--- src/rtl/ulx3s_pll_reset_seq.sv ---
// PLL reset/lock supervisor for the ULX3S: pulses the PLL reset, waits for a stable lock,
// then releases the three output-domain resets one by one. Optional macro: PLL_RETRY_LIMIT_EN.
module ulx3s_pll_reset_seq #(
    parameter int RST_CYCLES    = 16,
    parameter int LOCK_TIMEOUT  = 50000,
    parameter int STABLE_CYCLES = 256,
    parameter int STAGGER       = 4,
    parameter int MAX_RETRIES   = 3
) (
    input  logic       clkin,
    input  logic       resetn,
    input  logic       pll_locked,
    input  logic       restart,
    output logic       pll_rst,
    output logic [2:0] dom_resetn,
    output logic       ready,
    output logic       fail,
    output logic [3:0] retries,
    output logic [2:0] debug_state
);

    localparam int REL_LAST = 2 * STAGGER;
    localparam int MAX_A    = (LOCK_TIMEOUT > RST_CYCLES) ? LOCK_TIMEOUT : RST_CYCLES;
    localparam int MAX_B    = (STABLE_CYCLES > REL_LAST) ? STABLE_CYCLES : REL_LAST;
    localparam int CNT_MAX  = (MAX_A > MAX_B) ? MAX_A : MAX_B;
    localparam int CW       = $clog2(CNT_MAX + 1);

    localparam logic [CW-1:0] RST_LAST = CW'(RST_CYCLES - 1);
    localparam logic [CW-1:0] TO_LAST  = CW'(LOCK_TIMEOUT - 1);
    localparam logic [CW-1:0] STB_LAST = CW'(STABLE_CYCLES - 1);
    localparam logic [CW-1:0] STG      = CW'(STAGGER);
    localparam logic [CW-1:0] STG2     = CW'(REL_LAST);

    typedef enum logic [2:0] {
        S_PRST    = 3'd0,
        S_WLOCK   = 3'd1,
        S_STABLE  = 3'd2,
        S_RELEASE = 3'd3,
        S_RUN     = 3'd4,
        S_FAIL    = 3'd5
    } state_t;

    state_t        state, state_next;
    logic [CW-1:0] cnt, cnt_next;
    logic          low_seen, low_seen_next;
    logic [3:0]    retries_next;
    logic          rst_meta, rst_ok;
    logic          lk_meta, lk_s;
    logic          pll_rst_d, ready_d;
    logic [2:0]    dom_d;

    // Reset-release and lock synchronizers; both clear immediately on resetn.
    always_ff @(posedge clkin or negedge resetn) begin
        if (!resetn) begin
            rst_meta <= 1'b0;
            rst_ok   <= 1'b0;
            lk_meta  <= 1'b0;
            lk_s     <= 1'b0;
        end else begin
            rst_meta <= 1'b1;
            rst_ok   <= rst_meta;
            lk_meta  <= pll_locked;
            lk_s     <= lk_meta;
        end
    end

    always_ff @(posedge clkin or negedge resetn) begin
        if (!resetn) begin
            state    <= S_PRST;
            cnt      <= '0;
            low_seen <= 1'b0;
            retries  <= 4'd0;
        end else begin
            state    <= state_next;
            cnt      <= cnt_next;
            low_seen <= low_seen_next;
            retries  <= retries_next;
        end
    end

    always_comb begin
        state_next    = state;
        cnt_next      = cnt;
        low_seen_next = 1'b0;
        retries_next  = retries;
        if (restart && state != S_FAIL) begin
            state_next = S_PRST;
            cnt_next   = '0;
        end else begin
            case (state)
                S_PRST: begin
                    // The count may finish during reset synchronization; leaving waits for rst_ok.
                    if (cnt == RST_LAST) begin
                        if (rst_ok) begin
                            state_next = S_WLOCK;
                            cnt_next   = '0;
                        end
                    end else begin
                        cnt_next = cnt + CW'(1);
                    end
                end
                S_WLOCK: begin
                    if (lk_s) begin
                        // The sample that ends WLOCK is the first of the stable run.
                        state_next = (STABLE_CYCLES == 1) ? S_RELEASE : S_STABLE;
                        cnt_next   = (STABLE_CYCLES == 1) ? '0 : CW'(1);
                    end else if (cnt == TO_LAST) begin
                        retries_next = (retries == 4'd15) ? retries : retries + 4'd1;
                        cnt_next     = '0;
                        state_next   = S_PRST;
`ifdef PLL_RETRY_LIMIT_EN
                        if (int'(retries_next) == MAX_RETRIES) state_next = S_FAIL;
`endif
                    end else begin
                        cnt_next = cnt + CW'(1);
                    end
                end
                S_STABLE: begin
                    if (!lk_s) begin
                        state_next = S_WLOCK;
                        cnt_next   = '0;
                    end else if (cnt == STB_LAST) begin
                        state_next = S_RELEASE;
                        cnt_next   = '0;
                    end else begin
                        cnt_next = cnt + CW'(1);
                    end
                end
                S_RELEASE, S_RUN: begin
                    // Only a second consecutive low sample counts as a real lock loss.
                    if (!lk_s && low_seen) begin
                        state_next = S_PRST;
                        cnt_next   = '0;
                    end else begin
                        low_seen_next = !lk_s;
                        if (state == S_RELEASE) begin
                            if (cnt == STG2) begin
                                state_next = S_RUN;
                                cnt_next   = '0;
                            end else begin
                                cnt_next = cnt + CW'(1);
                            end
                        end
                    end
                end
                S_FAIL: state_next = S_FAIL;
                default: begin
                    state_next = S_PRST;
                    cnt_next   = '0;
                end
            endcase
        end
    end

`ifdef PLL_RETRY_LIMIT_EN
    logic fail_d;
`endif

    // Outputs are decoded from the next state so every output is a flop.
    always_comb begin
        pll_rst_d = 1'b0;
        dom_d     = 3'b000;
        ready_d   = 1'b0;
`ifdef PLL_RETRY_LIMIT_EN
        fail_d    = 1'b0;
`endif
        case (state_next)
            S_PRST:    pll_rst_d = 1'b1;
            S_RELEASE: dom_d = {cnt_next >= STG2, cnt_next >= STG, 1'b1};
            S_RUN: begin
                dom_d   = 3'b111;
                ready_d = 1'b1;
            end
            S_FAIL: begin
                pll_rst_d = 1'b1;
`ifdef PLL_RETRY_LIMIT_EN
                fail_d    = 1'b1;
`endif
            end
            default: ;
        endcase
    end

    always_ff @(posedge clkin or negedge resetn) begin
        if (!resetn) begin
            pll_rst    <= 1'b1;
            dom_resetn <= 3'b000;
            ready      <= 1'b0;
        end else begin
            pll_rst    <= pll_rst_d;
            dom_resetn <= dom_d;
            ready      <= ready_d;
        end
    end

`ifdef PLL_RETRY_LIMIT_EN
    always_ff @(posedge clkin or negedge resetn) begin
        if (!resetn) fail <= 1'b0;
        else         fail <= fail_d;
    end
`else
    assign fail = 1'b0;
`endif

    assign debug_state = state;

endmodule
--- config.mk ---
export PLATFORM = sky130hd
export DESIGN_NAME = ulx3s_pll_reset_seq
export DESIGN_NICKNAME = d
export VERILOG_FILES = /design/src/rtl/ulx3s_pll_reset_seq.sv
export SDC_FILE = /design/constraint.sdc
export NUM_CORES = 1
export LEC_CHECK = 0
export BUFFER_PORTS_ARGS = -buffer_cell sky130_fd_sc_hd__buf_2
export CORE_MARGIN = 4
export CORE_UTILIZATION = 30
export CTS_CLUSTER_DIAMETER = 30
export DETAILED_ROUTE_END_ITERATION = 8
export GPL_TIMING_DRIVEN = 0
export PLACE_DENSITY = 0.44
export SLEW_MARGIN = 20
export SYNTH_ARGS = -nofsm -noshare
export SYNTH_HDL_FRONTEND = slang
export SYNTH_SLANG_ARGS = --single-unit
--- constraint.sdc ---
create_clock -name clkin -period 2.7 [get_ports clkin]
set_input_delay 0.27 -clock clkin [delete_from_list [all_inputs] [get_ports clkin]]
set_output_delay 0.27 -clock clkin [all_outputs]
set_load 0.1 [all_outputs]
==> run_results.csv <==
group,metric,value,unit
sta,fin_crit,2.99,ns
layout,area_growth,33.8,%
setup_path,r2r_cells,10,
synth,synth_edf_count,0,
synth,netlist_area,2170,um^2
grt,antenna_found_initial,0,
power,power,1090,uW
placement,dp_hpwl,4.47,mm
clocking,postCtsHoldBufs,0,
grt,gr-total-overflow,0,
setup_path,slowest_stage,"or4_4",
sta,setup_ws,-0.294,ns
placement,portBuffers,15,
synth,postSynthAreaPerCell,9.36,um^2
setup_path,timing.rr.start,"cnt[10]",
layout,final-seq-area,842,um^2
route,routed_via_density,5.36,
layout,fillCellCount,694,
min_path,hp-class,"in2async",
grt,grt_max_degree,34,
clocking,cts_tree,"built",
setup_path,crit_required,2.87,ns
power,p_per_area,375,nW/um^2
layout,multi_input_area,1380,um^2
synth,synth_cell_types,68,
synth,ys_async_sr_fraction,100,%
die,start_util,31.4,%
clocking,clk_path_buf_depth,2,
route,final_antenna_net_count,0,
synth,ys_warn_count,0,
clocking,cts_sinks,33,
sta,relSlewSlack,48.5,%
die,num_rows,30,
setup_path,crit_path_max_incr_delay,0.56,ns
setup_path,endpoint_kind,"register",
clocking,clock-root-buffer,"clkbuf_8",
clocking,cts_made_buffers,5,
setup_path,timing.rr.end,"dom_resetn[1]",
route,drt_wl_total,6.64,mm
route,drc_errors,0,
status,outcome,"complete, but fails checks",
setup_path,worstPathCellList,"buf_6 -> or4_4 -> nor4_4 -> buf_4 -> a211o_2 -> nand4_2 -> a32o_1 -> a2111o_1 -> nor4b_4 -> a21oi_1",
sta,slew_viol_final,0,
die,die_h,93.1,um
layout,drive_gt1_share,38.6,%
route,dr.first_iter.drc_count,194,
synth,synth_seq_cells,33,
sta,period_share,111,%
clocking,worstSkewPairLatency,0.30,ns
sta,rsz0062_at_grt,"true",
die,die_w,93.1,um
sta,hold_viol,0,
route,wl_per_cell,17.4,um
setup_path,cp_max_fo,6,
grt,grt_usage,15.8,%
layout,final_nets,291,
synth,synth_flop_cell,"dfrtp_1",
setup_path,worstSetupStartpointType,"register",
die,core,6910,um^2
die,pin_count,17,
sta,fin_skew,0.00382,ns
power,vdd_drop_max,0.272,mV
synth,syn_nets,239,
route,dr.pass1.iters,4,
setup_path,ff2ff_setup_slack,-0.29,ns
sta,setup_viol,2,
grt,grt_pass1_wl,10.6,mm
status,failed_checks,"setup timing",
job,max_cap_violations,0,
power,p_leak,0.00120,uW
route,routed-via-count,2042,
setup_path,worstPathArrival,3.17,ns
synth,synth-seq-area-share,38.1,%
die,dieArea,8660,um^2
layout,num_antenna_cells,0,
clocking,clk_pin_slew,0.08,ns
sta,fmax,334,MHz
placement,dp_slack,-0.641,ns
setup_path,crit_type,"reg2reg",
clocking,htree_levels,2,
grt,grt_pass1_vias,1993,
sta,tightest_slew,0.772,ns
synth,synthCells,232,
placement,routabilityCongestion,0.842,
layout,fin_util,42.0,%
## how the worst max path moves through the flow
stage | startpoint | to | slack (ns) | depth (start not counted)
floorplan | cnt[8] | dom_resetn[1] | -0.01 | 8
global placement | cnt[10] | dom_resetn[1] | -0.62 | 9
detailed placement | cnt[10] | dom_resetn[1] | -0.64 | 9
CTS | cnt[10] | dom_resetn[1] | -0.38 | 9
global route | cnt[6] | dom_resetn[1] | -0.43 | 11
finish | cnt[10] | dom_resetn[1] | -0.29 | 10
## repair_timing
item	CTS	global route
buffers inserted	14	19
endpoints found under the setup margin	8	10
endpoints found under the hold margin	0	0
pin swaps	15	14
gates resized for setup	11	21
## layer usage
metal  track usage [%]  vias to the layer above  part of all wire (%)
li1                  -                      985                     -
met3              3.38                       10                   4.0
met2              24.6                       46                    47
met4              5.62                        0                   1.7
met5                 0                        -                     0
met1              21.5                     1001                    47
## report_power, final
| part | internal, uW | total, uW | switching [uW] | leakage, uW |
|---|---|---|---|---|
| Clock | 276 | 493 | 217 | 0.0000543 |
| Combinational | 30.0 | 81.2 | 51.2 | 0.000716 |
| Sequential | 501 | 514 | 12.5 | 0.000430 |
| Total | 808 | 1090 | 280 | 0.00120 |
## cells by family after synthesis
kind of cell,after synthesis,synth area share [%]
AOI/OAI and AO/OA,66,22.8
other,2,0.346
muxes,1,0.519
buffers and inverters,21,6.69
and+or+nand+nor,99,27.0
xor gates and xnor gates,7,2.82
DFF,33,38.1
adders and majority gates,3,1.73
## per-stage QoR
| stage | hold WS [ns] | cell area [um^2] | setup TNS (ns) | cells |
|---|---|---|---|---|
| 6_report | 0.0399 | 2900 | -0.548 | 381 |
| 3_5_place_dp | 0.335 | 2420 | -1.60 | 343 |
| 5_1_grt | 0.0679 | 2900 | -0.841 | 381 |
| 4_1_cts | 0.0665 | 2690 | -0.732 | 364 |
| 2_1_floorplan | -0.0256 | 2220 | -0.0129 | 232 |
| 3_3_place_gp | 0.332 | 2420 | -1.40 | 343 |
## cells in the final DEF, fill, tap and decap left out, drive strengths merged, types with 4 or more instances in the layout
cell    instances
o21ai          11
a21oi          17
nand3          12
nor4            7
inv            10
buf            52
dfrtp          32
xnor2           4
o31ai           8
nand2          19
clkbuf          9
nor2           17
nand4           9
nor3            8
## final cells by class
cell class,instances,share of cell area (%)
multi-input combinational,178,47.7
sequential,33,29.0
timing repair buffer,48,11.1
tap,96,4.14
buffer,8,2.84
clock buffer,5,2.37
clock inverter,3,1.59
inverter,10,1.29
## flip-flops by register name, indices dropped and copies added, names as in the netlist
name,flops
cnt,16
debug_state,3
dom_resetn,3
lk_meta,1
lk_s,1
low_seen,1
pll_rst,1
ready,1
retries,4
rst_meta,1
rst_ok,1
## worst max-delay path, delay by kind of cell, from the launching register on
kind / cells / cell delay [ns]
compound gates: 4 / 1.00
flops: 1 / 0.38
simple gates: 4 / 1.21
buf+inv: 2 / 0.28
## synthesized netlist by cell type, drive strengths merged, types with 4 or more instances
cell | number | area share, %
nand3 | 12 | 2.8
nor4 | 7 | 2.7
buf | 4 | 1.4
o31ai | 8 | 2.8
nand2 | 19 | 3.3
a21oi | 17 | 4.1
clkbuf | 7 | 3.5
o21ai | 11 | 2.7
nor3 | 8 | 2.1
nor2 | 17 | 2.9
nand4 | 9 | 2.9
inv | 10 | 1.7
dfrtp | 32 | 37
xnor2 | 4 | 1.6
(Power assumes the default switching activity.)
